[src/rtl/uart_pkg.sv]
// Constants shared by the UART transmit path: byte width, the default
// clock and baud settings the transmitter is built for, and the state
// encoding of the transmit feeder's launch FSM.
package uart_pkg;

  // Width of one UART character.
  localparam int BYTE_W = 8;

  // Default system clock and line rate shared with the transmitter.
  localparam int CLK_HZ       = 50_000_000;
  localparam int BAUD_RATE    = 115_200;
  localparam int CLKS_PER_BIT = CLK_HZ / BAUD_RATE;

  // Feeder launch FSM encoding; kept as plain constants so older blocks
  // that compare against raw 2-bit codes keep working.
  localparam logic [1:0] IDLE      = 2'b00;
  localparam logic [1:0] LAUNCH    = 2'b01;
  localparam logic [1:0] WAIT_DONE = 2'b10;

  // One character as carried between producer, FIFO and transmitter.
  typedef logic [BYTE_W-1:0] byte_t;

  // True for any of the three encodings the FSM is allowed to hold.
  function automatic logic is_legal_state(input logic [1:0] st);
    logic ok;
    case (st)
      IDLE:      ok = 1'b1;
      LAUNCH:    ok = 1'b1;
      WAIT_DONE: ok = 1'b1;
      default:   ok = 1'b0;
    endcase
    return ok;
  endfunction

endpackage

[src/rtl/uart_byte_fifo.sv]
// Single-clock byte FIFO for the UART transmit feeder.
// Occupancy is kept as a registered count; full/empty are decoded from
// that register only, so a push into a full FIFO is refused even when a
// pop happens in the same cycle. DEPTH must be a power of two so the
// read/write pointers wrap naturally at ADDR_W bits.
module uart_byte_fifo
  import uart_pkg::*;
#(
  parameter int DEPTH  = 16,
  parameter int ADDR_W = 4
) (
  input  logic              clk,
  input  logic              reset_n,
  input  logic              push_i,
  input  logic [BYTE_W-1:0] wdata_i,
  input  logic              pop_i,
  output logic [BYTE_W-1:0] rdata_o,
  output logic [ADDR_W:0]   level_o,
  output logic              full_o,
  output logic              empty_o
);

  localparam logic [ADDR_W:0]   DEPTH_L = (ADDR_W + 1)'(DEPTH);
  localparam logic [ADDR_W:0]   LVL_ONE = (ADDR_W + 1)'(1'b1);
  localparam logic [ADDR_W-1:0] PTR_ONE = ADDR_W'(1'b1);

  logic [BYTE_W-1:0] mem_q [DEPTH];
  logic [ADDR_W-1:0] wr_ptr_q;
  logic [ADDR_W-1:0] wr_ptr_d;
  logic [ADDR_W-1:0] rd_ptr_q;
  logic [ADDR_W-1:0] rd_ptr_d;
  logic [ADDR_W:0]   level_q;
  logic [ADDR_W:0]   level_d;
  logic              full_s;
  logic              empty_s;
  logic              do_push_s;
  logic              do_pop_s;

  assign full_s    = (level_q == DEPTH_L);
  assign empty_s   = (level_q == {(ADDR_W + 1){1'b0}});
  assign do_push_s = push_i && !full_s;
  assign do_pop_s  = pop_i && !empty_s;

  // Pointer advance and occupancy update; push and pop together cancel.
  always_comb begin
    wr_ptr_d = wr_ptr_q;
    rd_ptr_d = rd_ptr_q;
    level_d  = level_q;
    if (do_push_s) begin
      wr_ptr_d = wr_ptr_q + PTR_ONE;
    end else begin
      wr_ptr_d = wr_ptr_q;
    end
    if (do_pop_s) begin
      rd_ptr_d = rd_ptr_q + PTR_ONE;
    end else begin
      rd_ptr_d = rd_ptr_q;
    end
    case ({do_push_s, do_pop_s})
      2'b10:   level_d = level_q + LVL_ONE;
      2'b01:   level_d = level_q - LVL_ONE;
      default: level_d = level_q;
    endcase
  end

  // Pointer and occupancy registers; reset empties the FIFO.
  always_ff @(posedge clk or negedge reset_n) begin
    if (!reset_n) begin
      wr_ptr_q <= {ADDR_W{1'b0}};
      rd_ptr_q <= {ADDR_W{1'b0}};
      level_q  <= {(ADDR_W + 1){1'b0}};
    end else begin
      wr_ptr_q <= wr_ptr_d;
      rd_ptr_q <= rd_ptr_d;
      level_q  <= level_d;
    end
  end

  // Storage array; contents need no reset because the pointers define validity.
  always_ff @(posedge clk) begin
    if (do_push_s) begin
      mem_q[wr_ptr_q] <= wdata_i;
    end
  end

  assign rdata_o = mem_q[rd_ptr_q];
  assign level_o = level_q;
  assign full_o  = full_s;
  assign empty_o = empty_s;

endmodule

[src/rtl/uart_tx_feeder.sv]
// Byte-buffering feeder in front of the UART transmitter.
// Producers push bytes over valid/ready into a FIFO; a small FSM hands
// them one at a time to the transmitter's data_in/start/busy interface.
// Start is held as a level until the transmitter raises busy; if busy
// never rises within ACK_TIMEOUT cycles the byte is dropped and
// timeout_err pulses for one cycle.
// Build option: define UART_FEED_OVF_EN to get a sticky overflow flag
// (ovf_flag) cleared by ovf_clr; without it ovf_flag is constant 0.
module uart_tx_feeder
  import uart_pkg::*;
#(
  parameter int DEPTH       = 16,
  parameter int ADDR_W      = 4,
  parameter int ACK_TIMEOUT = 1024
) (
  input  logic              clk,
  input  logic              reset_n,
  input  logic [BYTE_W-1:0] wr_data,
  input  logic              wr_valid,
  output logic              wr_ready,
  output logic [BYTE_W-1:0] tx_data,
  output logic              tx_start,
  input  logic              tx_busy,
  output logic [ADDR_W:0]   level,
  output logic              empty,
  output logic              timeout_err,
  output logic              ovf_flag,
  input  logic              ovf_clr
);

  // Counter must hold 0..ACK_TIMEOUT-1.
  localparam int              CNT_W    = (ACK_TIMEOUT > 1) ? $clog2(ACK_TIMEOUT) : 1;
  localparam logic [CNT_W-1:0] CNT_LAST = CNT_W'(ACK_TIMEOUT - 1);
  localparam logic [CNT_W-1:0] CNT_ONE  = CNT_W'(1'b1);
  localparam logic [CNT_W-1:0] CNT_ZERO = {CNT_W{1'b0}};

  logic [1:0]        state_q;
  logic [1:0]        state_d;
  logic [BYTE_W-1:0] tx_data_q;
  logic [BYTE_W-1:0] tx_data_d;
  logic              tx_start_q;
  logic              tx_start_d;
  logic [CNT_W-1:0]  cnt_q;
  logic [CNT_W-1:0]  cnt_d;
  logic              timeout_q;
  logic              timeout_d;

  logic              push_s;
  logic              pop_s;
  logic [BYTE_W-1:0] fifo_rdata_s;
  logic [ADDR_W:0]   fifo_level_s;
  logic              fifo_full_s;
  logic              fifo_empty_s;
  logic              wr_ready_s;

  // Acceptance depends only on the registered occupancy.
  assign wr_ready_s = !fifo_full_s;
  assign push_s     = wr_valid && wr_ready_s;

  uart_byte_fifo #(
    .DEPTH  (DEPTH),
    .ADDR_W (ADDR_W)
  ) u_fifo (
    .clk     (clk),
    .reset_n (reset_n),
    .push_i  (push_s),
    .wdata_i (wr_data),
    .pop_i   (pop_s),
    .rdata_o (fifo_rdata_s),
    .level_o (fifo_level_s),
    .full_o  (fifo_full_s),
    .empty_o (fifo_empty_s)
  );

  // Launch FSM: pop a byte, hold start until busy, then wait for busy to fall.
  always_comb begin
    state_d    = state_q;
    tx_data_d  = tx_data_q;
    tx_start_d = tx_start_q;
    cnt_d      = cnt_q;
    timeout_d  = 1'b0;
    pop_s      = 1'b0;
    case (state_q)
      IDLE: begin
        if (!fifo_empty_s && !tx_busy) begin
          pop_s      = 1'b1;
          tx_data_d  = fifo_rdata_s;
          tx_start_d = 1'b1;
          cnt_d      = CNT_ZERO;
          state_d    = LAUNCH;
        end else begin
          tx_start_d = 1'b0;
          state_d    = IDLE;
        end
      end
      LAUNCH: begin
        if (tx_busy) begin
          tx_start_d = 1'b0;
          state_d    = WAIT_DONE;
        end else if (cnt_q == CNT_LAST) begin
          // Transmitter never acknowledged: drop this byte.
          tx_start_d = 1'b0;
          timeout_d  = 1'b1;
          state_d    = IDLE;
        end else begin
          tx_start_d = 1'b1;
          cnt_d      = cnt_q + CNT_ONE;
          state_d    = LAUNCH;
        end
      end
      WAIT_DONE: begin
        tx_start_d = 1'b0;
        if (!tx_busy) begin
          state_d = IDLE;
        end else begin
          state_d = WAIT_DONE;
        end
      end
      default: begin
        // Corrupted encoding: fall back to a quiet IDLE.
        tx_start_d = 1'b0;
        cnt_d      = CNT_ZERO;
        state_d    = IDLE;
      end
    endcase
    if (!is_legal_state(state_d)) begin
      state_d = IDLE;
    end else begin
      state_d = state_d;
    end
  end

  // FSM state, transmitter-facing registers, timeout counter and pulse.
  always_ff @(posedge clk or negedge reset_n) begin
    if (!reset_n) begin
      state_q    <= IDLE;
      tx_data_q  <= 8'h00;
      tx_start_q <= 1'b0;
      cnt_q      <= CNT_ZERO;
      timeout_q  <= 1'b0;
    end else begin
      state_q    <= state_d;
      tx_data_q  <= tx_data_d;
      tx_start_q <= tx_start_d;
      cnt_q      <= cnt_d;
      timeout_q  <= timeout_d;
    end
  end

`ifdef UART_FEED_OVF_EN
  logic ovf_q;
  logic ovf_d;

  // Sticky overflow: a refused offer sets it and beats a same-cycle clear.
  always_comb begin
    if (wr_valid && !wr_ready_s) begin
      ovf_d = 1'b1;
    end else if (ovf_clr) begin
      ovf_d = 1'b0;
    end else begin
      ovf_d = ovf_q;
    end
  end

  // Overflow flag register.
  always_ff @(posedge clk or negedge reset_n) begin
    if (!reset_n) begin
      ovf_q <= 1'b0;
    end else begin
      ovf_q <= ovf_d;
    end
  end

  assign ovf_flag = ovf_q;
`else
  logic unused_ovf_clr_s;
  assign unused_ovf_clr_s = ovf_clr;
  assign ovf_flag         = 1'b0;
`endif

  assign wr_ready    = wr_ready_s;
  assign tx_data     = tx_data_q;
  assign tx_start    = tx_start_q;
  assign level       = fifo_level_s;
  assign empty       = fifo_empty_s;
  assign timeout_err = timeout_q;

endmodule

[config.mk]
export PLATFORM = sky130hd
export DESIGN_NAME = uart_tx_feeder
export DESIGN_NICKNAME = d
export VERILOG_FILES = /design/src/rtl/uart_pkg.sv /design/src/rtl/uart_byte_fifo.sv /design/src/rtl/uart_tx_feeder.sv
export SDC_FILE = /design/constraint.sdc
export NUM_CORES = 1
export LEC_CHECK = 0
export CELL_PAD_IN_SITES_DETAIL_PLACEMENT = 0
export CELL_PAD_IN_SITES_GLOBAL_PLACEMENT = 1
export CORE_UTILIZATION = 46
export DETAILED_ROUTE_END_ITERATION = 12
export GPL_ROUTABILITY_DRIVEN = 0
export PLACE_DENSITY = 0.8
export SLEW_MARGIN = 40
export SYNTH_ARGS = -nofsm -noshare
export SYNTH_HDL_FRONTEND = slang
export SYNTH_HIERARCHICAL = 1
export SYNTH_SLANG_ARGS = --single-unit
[constraint.sdc]
create_clock -name clk -period 2.95 [get_ports clk]
set_input_delay 0.59 -clock clk [delete_from_list [all_inputs] [get_ports clk]]
set_output_delay 0.59 -clock clk [all_outputs]
set_load 0.01 [all_outputs]
==> results by group, run 1 <==
Outcome
  • Status: completed

STA
  • Worst Skew: 0.00682 ns
  • Achievable Freq: 371 MHz
  • Setup TNS: 0 ns
  • Fin crit period: 2.69 ns
  • Final setup vio count: 0
  • Slew HR: 57.9%
  • Least-Margin Pin Slew: 0.629 ns
  • RSZ-0062 raised after global routing: false
  • Period utilization: 91.3%
  • Final Hold Vio Count: 0
  • Final hold slack: 0.110 ns
  • Final slew viol count: 0

Logic synthesis
  • Multiplexer share of the synthesized area: 11.7%
  • Synth warn: 6
  • Synth Flop Type: edfxtp_1
  • Synth top area cells: edfxtp_1 56%, dfrtp_1 13%, mux4_2 5.2%, mux2i_1 3.6%, mux2_2 2.6%
  • Post-synthesis average cell area: 16.0 um2
  • Post-Synth XOR/XNOR Area: 1.27%
  • Post-synthesis register bit count: 163
  • Post-synth ARST share: 21.5%
  • Sequential area share after synthesis: 68.6%
  • Netlist cell types: 54
  • Number of synthesized flops with an enable pin: 128
  • Synth Area in Compound Gates: 6.75%
  • Post-Syn Area: 0.00688 mm2
  • Post-synthesis simple-gate area fraction: 6.42%
  • Synth top area share: 55.9%
  • Synth Instances: 431
  • Area leader, netlist: edfxtp_1
  • Synthesized-area fraction occupied by adder cells: 2.11%
  • Syn Nets: 455
  • Largest family of logic cells by synthesized area: multiplexers

Critical path
  • Setup slack, reg-to-reg: 0.26 ns
  • Max FO, Critical Path: 5
  • CP Data Required Time: 3.26 ns
  • CP delay by family, top: simple AND/OR/NAND/NOR gates
  • Startpoint Class: flop
  • Crit-path cells: nor4_4 -> and2b_2 -> nor4_4 -> nor2b_2 -> ha_4 -> inv_1 -> fa_2 -> nor2b_2 -> o21ai_1 -> nand3_1 -> or3b_1 -> xnor2_1
  • Crit. End Element: flop
  • Worst-path cell with the longest stage delay: dfrtp_2
  • CP peak stage delay: 0.43 ns
  • CP bufs+invs: 1
  • Crit path kind: flop to flop
  • Crit path DAT: 3.00 ns

Placement
  • PortBufs: 28
  • HPWL Detailed: 8.50 mm

Final layout
  • Final #Nets: 506
  • Share of layout cells above drive strength 1: 22.2%
  • Ant. Diodes: 0
  • Area Overhead vs Synth: 17.4%

Clocking
  • Root Driver: clkbuf_16
  • Post-CTS setup buffer count: 0
  • CTS Buf Count: 17
  • Clock Tree Buf Depth: 2
  • CTS tree: done
  • Post-cts resize count: 0
  • Htree depth: 4
  • Worst-path clk slew: 0.06 ns
  • Worst skew pair latency: 0.43 ns
  • Hold buffer count at cts: 0
  • CTS Sinks: 163

GRT
  • Initial antenna violation count: 0
  • Largest net degree at the start of global routing: 52
  • Grt total ovfl: 0
  • Total track usage: 18.3%
  • First-pass GRT wire length: 21.0 mm
  • Vias in the first global route: 3717

Power and ir drop
  • Clk pwr share: 27.9%
  • P_leak: 2.93 nW
  • VDD IR max: 577 uV
  • Sw frac: 32.1%
  • Switching pwr: 2.54 mW
  • Power Density: 978 mW/mm2
  • Comb pwr share: 32.4%
  • Power Internal: 5.36 mW
  • Sequential share of power: 39.7%

Routing
  • Number of iterations in the first detailed-routing pass: 5
  • Total Wirelength: 13.2 mm
  • Via density: 5.56
  • Average wire per standard cell: 19.4 um
  • Via count of the routed design: 3775
  • DRC viols: 0
  • Routed Antenna Nets: 0
  • DRT iter0 DRCs: 314

Floorplanning
  • Die ar.: 0.0154 mm2
  • Std cell rows: 44
  • Initial Utilization: 47.3%
  • Die width: 124 um
  • I/O pin cnt: 31
  • Die H: 124 um
  • Core ar.: 0.0145 mm2

Hold path
  • Hold Path Class: input port to async pin

Job
  • Max-cap violations: 0
-- flip-flops by register name, summed over array words and instances (netlist names) --
name             cells
u_fifo/mem_q       128
cnt_q               10
tx_data              8
u_fifo/level_o       5
u_fifo/rd_ptr_q      4
u_fifo/wr_ptr_q      4
state_q              2
timeout_err          1
tx_start             1
-- metal layers --
metal	global-route usage (%)	wire length [um]
met3	4.42	742
met4	7.73	269
met2	28.4	6310
met5	0	0
met1	24.6	5830
-- Yosys cell counts (all sizes together) (7+ instances only) --
cell type	n
a21oi	13
ha	10
nand2	23
dfrtp	35
edfxtp	128
buf	17
nor2	19
mux4	16
inv	12
xnor2	7
o21ai	23
a22oi	8
a221oi	8
mux2	17
mux2i	25
-- cell type report --
| type | instances | area, um2 |
|---|---|---|
| clock buffer | 17 | 425 |
| clock inverter | 15 | 171 |
| fill | 1128 | 6460 |
| inverter | 12 | 45.0 |
| multi-input combinational | 234 | 1990 |
| sequential | 163 | 4730 |
| tap | 184 | 230 |
| timing repair buffer | 54 | 485 |
-- power by group through the flow --
stage,clock [mW],sequential [mW],combinational (mW)
3_5_place_dp,0,3.17,2.54
3_3_place_gp,0,3.15,2.47
5_1_grt,2.33,3.18,2.77
2_1_floorplan,0,3.09,1.80
6_report,2.20,3.14,2.56
4_1_cts,2.24,3.12,2.56
-- per-stage QoR --
stage	utilization (%)	setup slack, ns	std cells	power, mW	area, um2
floorplan	-	0.0167	431	4.89	6910
global placement	51.3	-0.140	647	5.62	7460
detailed placement	51.3	-0.240	647	5.71	7460
CTS	55.4	0.0405	679	7.92	8050
global route	55.6	0.0604	679	8.29	8080
finish	55.6	0.258	679	7.90	8080
-- cells in the final DEF, fill, tap and decap left out, types with 7 or more instances in the layout --
cell	n
edfxtp_1	128
clkbuf_16	17
clkdlybuf4s50_1	27
ha_1	9
nor2_1	19
mux4_2	16
dfrtp_1	30
inv_1	12
a221oi_1	8
a21oi_1	13
nand2_1	22
buf_4	26
xnor2_1	7
mux2_2	16
mux2i_1	25
o21ai_0	22
a22oi_1	8
-- path summary, 6_finish.rpt --
path,from,endpoint,depth (start not counted)
max reg2reg,u_fifo/level_o[0],u_fifo/level_o[4],12
max in group asynchronous,reset_n,u_fifo/level_o[0],1
min reg2reg,cnt_q[0],cnt_q[0],1
min,reset_n,cnt_q[6],1
min in group clk,cnt_q[0],cnt_q[0],1
max,u_fifo/level_o[0],u_fifo/level_o[4],12
-- kinds of logic (layout without fill, tap and decap cells) --
| logic type | after synthesis | count (layout) |
|---|---|---|
| multiplexers | 58 | 58 |
| buffers and inverters | 34 | 98 |
| XOR/XNOR | 10 | 10 |
| AO/OA/AOI/OAI | 68 | 68 |
| other | 1 | 1 |
| adder cells (fa/ha/maj) | 11 | 11 |
| flip-flops | 163 | 163 |
| AND/OR/NAND/NOR | 86 | 86 |
(Power assumes the default switching activity.)
==> inputs of run 2 (changes only) <==
--- a/config.mk
+++ b/config.mk
@@ -10,6 +10,7 @@
 export CORE_UTILIZATION = 46
 export DETAILED_ROUTE_END_ITERATION = 12
 export GPL_ROUTABILITY_DRIVEN = 0
+export MAX_ROUTING_LAYER = met4
 export PLACE_DENSITY = 0.8
 export SLEW_MARGIN = 40
 export SYNTH_ARGS = -nofsm -noshare
==> run 2 against run 1 <==
  * Clock skew barely moved
  * Core utilization did not move
  * Design area did not move
  * Non-clock buffer count did not move
  * Total power fell by 0.12%
  * Sequential share of layout area did not move
  * Routed wire length fell by 0.47%
  * Sequential power barely moved
  * Die area did not move
  * Maximum frequency barely moved
  * Highest routed layer unchanged
==> results by group, run 2 (synthesis gave the netlist of run 1 again) <==
Final layout
  • Final #Nets: 506
  • Final core utilization: 55.6%
  • Most frequent cells in the layout: 128 x edfxtp_1, 30 x dfrtp_1, 27 x clkdlybuf4s50_1, 26 x buf_4, 25 x mux2i_1
  • Top reg by flops: u_fifo/mem_q
  • Finished Cell Area: 0.00808 mm2
  • Area Overhead vs Synth: 17.4%
  • Ant. Diodes: 0
  • Leading cell type in the layout, fill and taps excluded: edfxtp_1
  • Share of layout cells above drive strength 1: 22.2%
  • Max FFs per register: 128

Power and ir drop
  • Power Internal: 5.36 mW
  • P_leak: 2.93 nW
  • Power Density: 976 mW/mm2
  • Sequential share of power: 39.8%
  • Switching pwr: 2.53 mW
  • VDD IR max: 574 uV
  • Clk pwr share: 27.9%
  • Comb pwr share: 32.4%
  • Sw frac: 32.0%

Floorplanning
  • Initial Utilization: 47.3%
  • Die H: 124 um
  • Die ar.: 0.0154 mm2
  • Die width: 124 um
  • Core ar.: 0.0145 mm2
  • Std cell rows: 44
  • I/O pin cnt: 31

Routing
  • Via count of the routed design: 3766
  • DRT iter0 DRCs: 368
  • Number of iterations in the first detailed-routing pass: 5
  • Routed Antenna Nets: 0
  • Via density: 5.55
  • Total Wirelength: 13.1 mm
  • DRC viols: 0
  • Average wire per standard cell: 19.3 um

Outcome
  • Status: completed

Critical path
  • CP bufs+invs: 0
  • CP delay by family, top: simple AND/OR/NAND/NOR gates
  • CP startpoint: u_fifo/level_o[2]
  • CP peak stage delay: 0.44 ns
  • Crit. End Element: flop
  • Startpoint Class: flop
  • Worst R2R Start: u_fifo/level_o[2]
  • Crit path DAT: 3.00 ns
  • CP Data Required Time: 3.26 ns
  • Crit-path cells: nor4_4 -> and2b_2 -> nor4_4 -> nor2b_2 -> ha_4 -> ha_1 -> nor2b_2 -> o21ai_1 -> a21oi_1 -> or3b_1 -> xnor2_1
  • Worst-path cell with the longest stage delay: dfrtp_2
  • Crit path kind: flop to flop
  • Max FO, Critical Path: 4

Placement
  • PortBufs: 28
  • HPWL Detailed: 8.50 mm
  • Placed Area: 0.00746 mm2

GRT
  • Initial antenna violation count: 0
  • Vias in the first global route: 3728
  • Total track usage: 18.8%
  • Largest net degree at the start of global routing: 52
  • Grt total ovfl: 0
  • First-pass GRT wire length: 21.0 mm

STA
  • Worst Skew: 0.00713 ns
  • Final Hold Vio Count: 0
  • Slew HR: 58.0%
  • Achievable Freq: 372 MHz
  • Period utilization: 91.2%
  • Least-Margin Pin Slew: 0.630 ns
  • RSZ-0062 raised after global routing: false
  • Final setup vio count: 0
  • Final slew viol count: 0
  • Fin crit period: 2.69 ns

Clocking
  • CTS Sinks: 163
  • Worst skew pair latency: 0.43 ns
  • Root Driver: clkbuf_16
  • Clock Tree Buf Depth: 2
  • CTS tree: done
  • CTS Buf Count: 17
  • Htree depth: 4
  • Hold buffer count at cts: 0
  • Worst-path clk slew: 0.07 ns

Job
  • Max-cap violations: 0

Hold path
  • Hold Path Class: input port to async pin
==> run 2: worst paths after layout <==
check                                    endpoint  slack [ns]  depth (start not counted)
worst max register to register  u_fifo/level_o[4]        0.26                         11
max in group asynchronous       u_fifo/level_o[0]        2.48                          1
worst max-delay path            u_fifo/level_o[4]        0.26                         11
min in group clk                         cnt_q[0]        0.49                          1
worst min register to register           cnt_q[0]        0.49                          1
worst min-delay path                     cnt_q[6]        0.11                          1
==> run 2: worst register-to-register path, delay by kind of cell, from the launching register on <==
kind | cells | cell delay (ns)
AO/OA/AOI/OAI | 2 | 0.25
XOR/XNOR | 1 | 0.13
AND/OR/NAND/NOR | 6 | 1.30
flip-flops | 1 | 0.44
adder cells (fa/ha/maj) | 2 | 0.45
==> run 2: per-layer routing <==
metal / global-route usage [%] / routed length (um)
met5: - / 0
met2: 28.2 / 6280
met4: 7.73 / 265
met1: 24.8 / 5870
met3: 4.42 / 672
==> run 2: layout make-up <==
cell class / count / area, um2
Fill cell: 1128 / 6460
Tap cell: 184 / 230
Sequential cell: 163 / 4730
Clock buffer: 17 / 425
Timing Repair Buffer: 54 / 485
Clock inverter: 15 / 171
Inverter: 12 / 45.0
Multi-Input combinational cell: 234 / 1990
==> run 2: through the flow <==
step | TNS, ns | worst slack (ns) | cells | power [mW] | hold WS [ns]
global route | 0 | 0.0606 | 679 | 8.29 | 0.133
global placement | -0.140 | -0.140 | 647 | 5.62 | 0.474
detailed placement | -0.240 | -0.240 | 647 | 5.71 | 0.483
floorplan | 0 | 0.0167 | 431 | 4.89 | 0.294
CTS | 0 | 0.0405 | 679 | 7.92 | 0.266
finish | 0 | 0.261 | 679 | 7.89 | 0.113
==> run 2: timing repair <==
| item | in CTS | in global routing |
|---|---|---|
| buffers inserted | 0 | 0 |
| resized for setup | 0 | 8 |
| endpoints found under the setup margin | 0 | 1 |
==> run 2: power groups by stage <==
stage	Clock [mW]	Combinational [mW]	Sequential, mW
2_1_floorplan	0	1.80	3.09
3_3_place_gp	0	2.47	3.15
3_5_place_dp	0	2.54	3.17
4_1_cts	2.24	2.56	3.12
5_1_grt	2.34	2.77	3.18
6_report	2.20	2.55	3.14
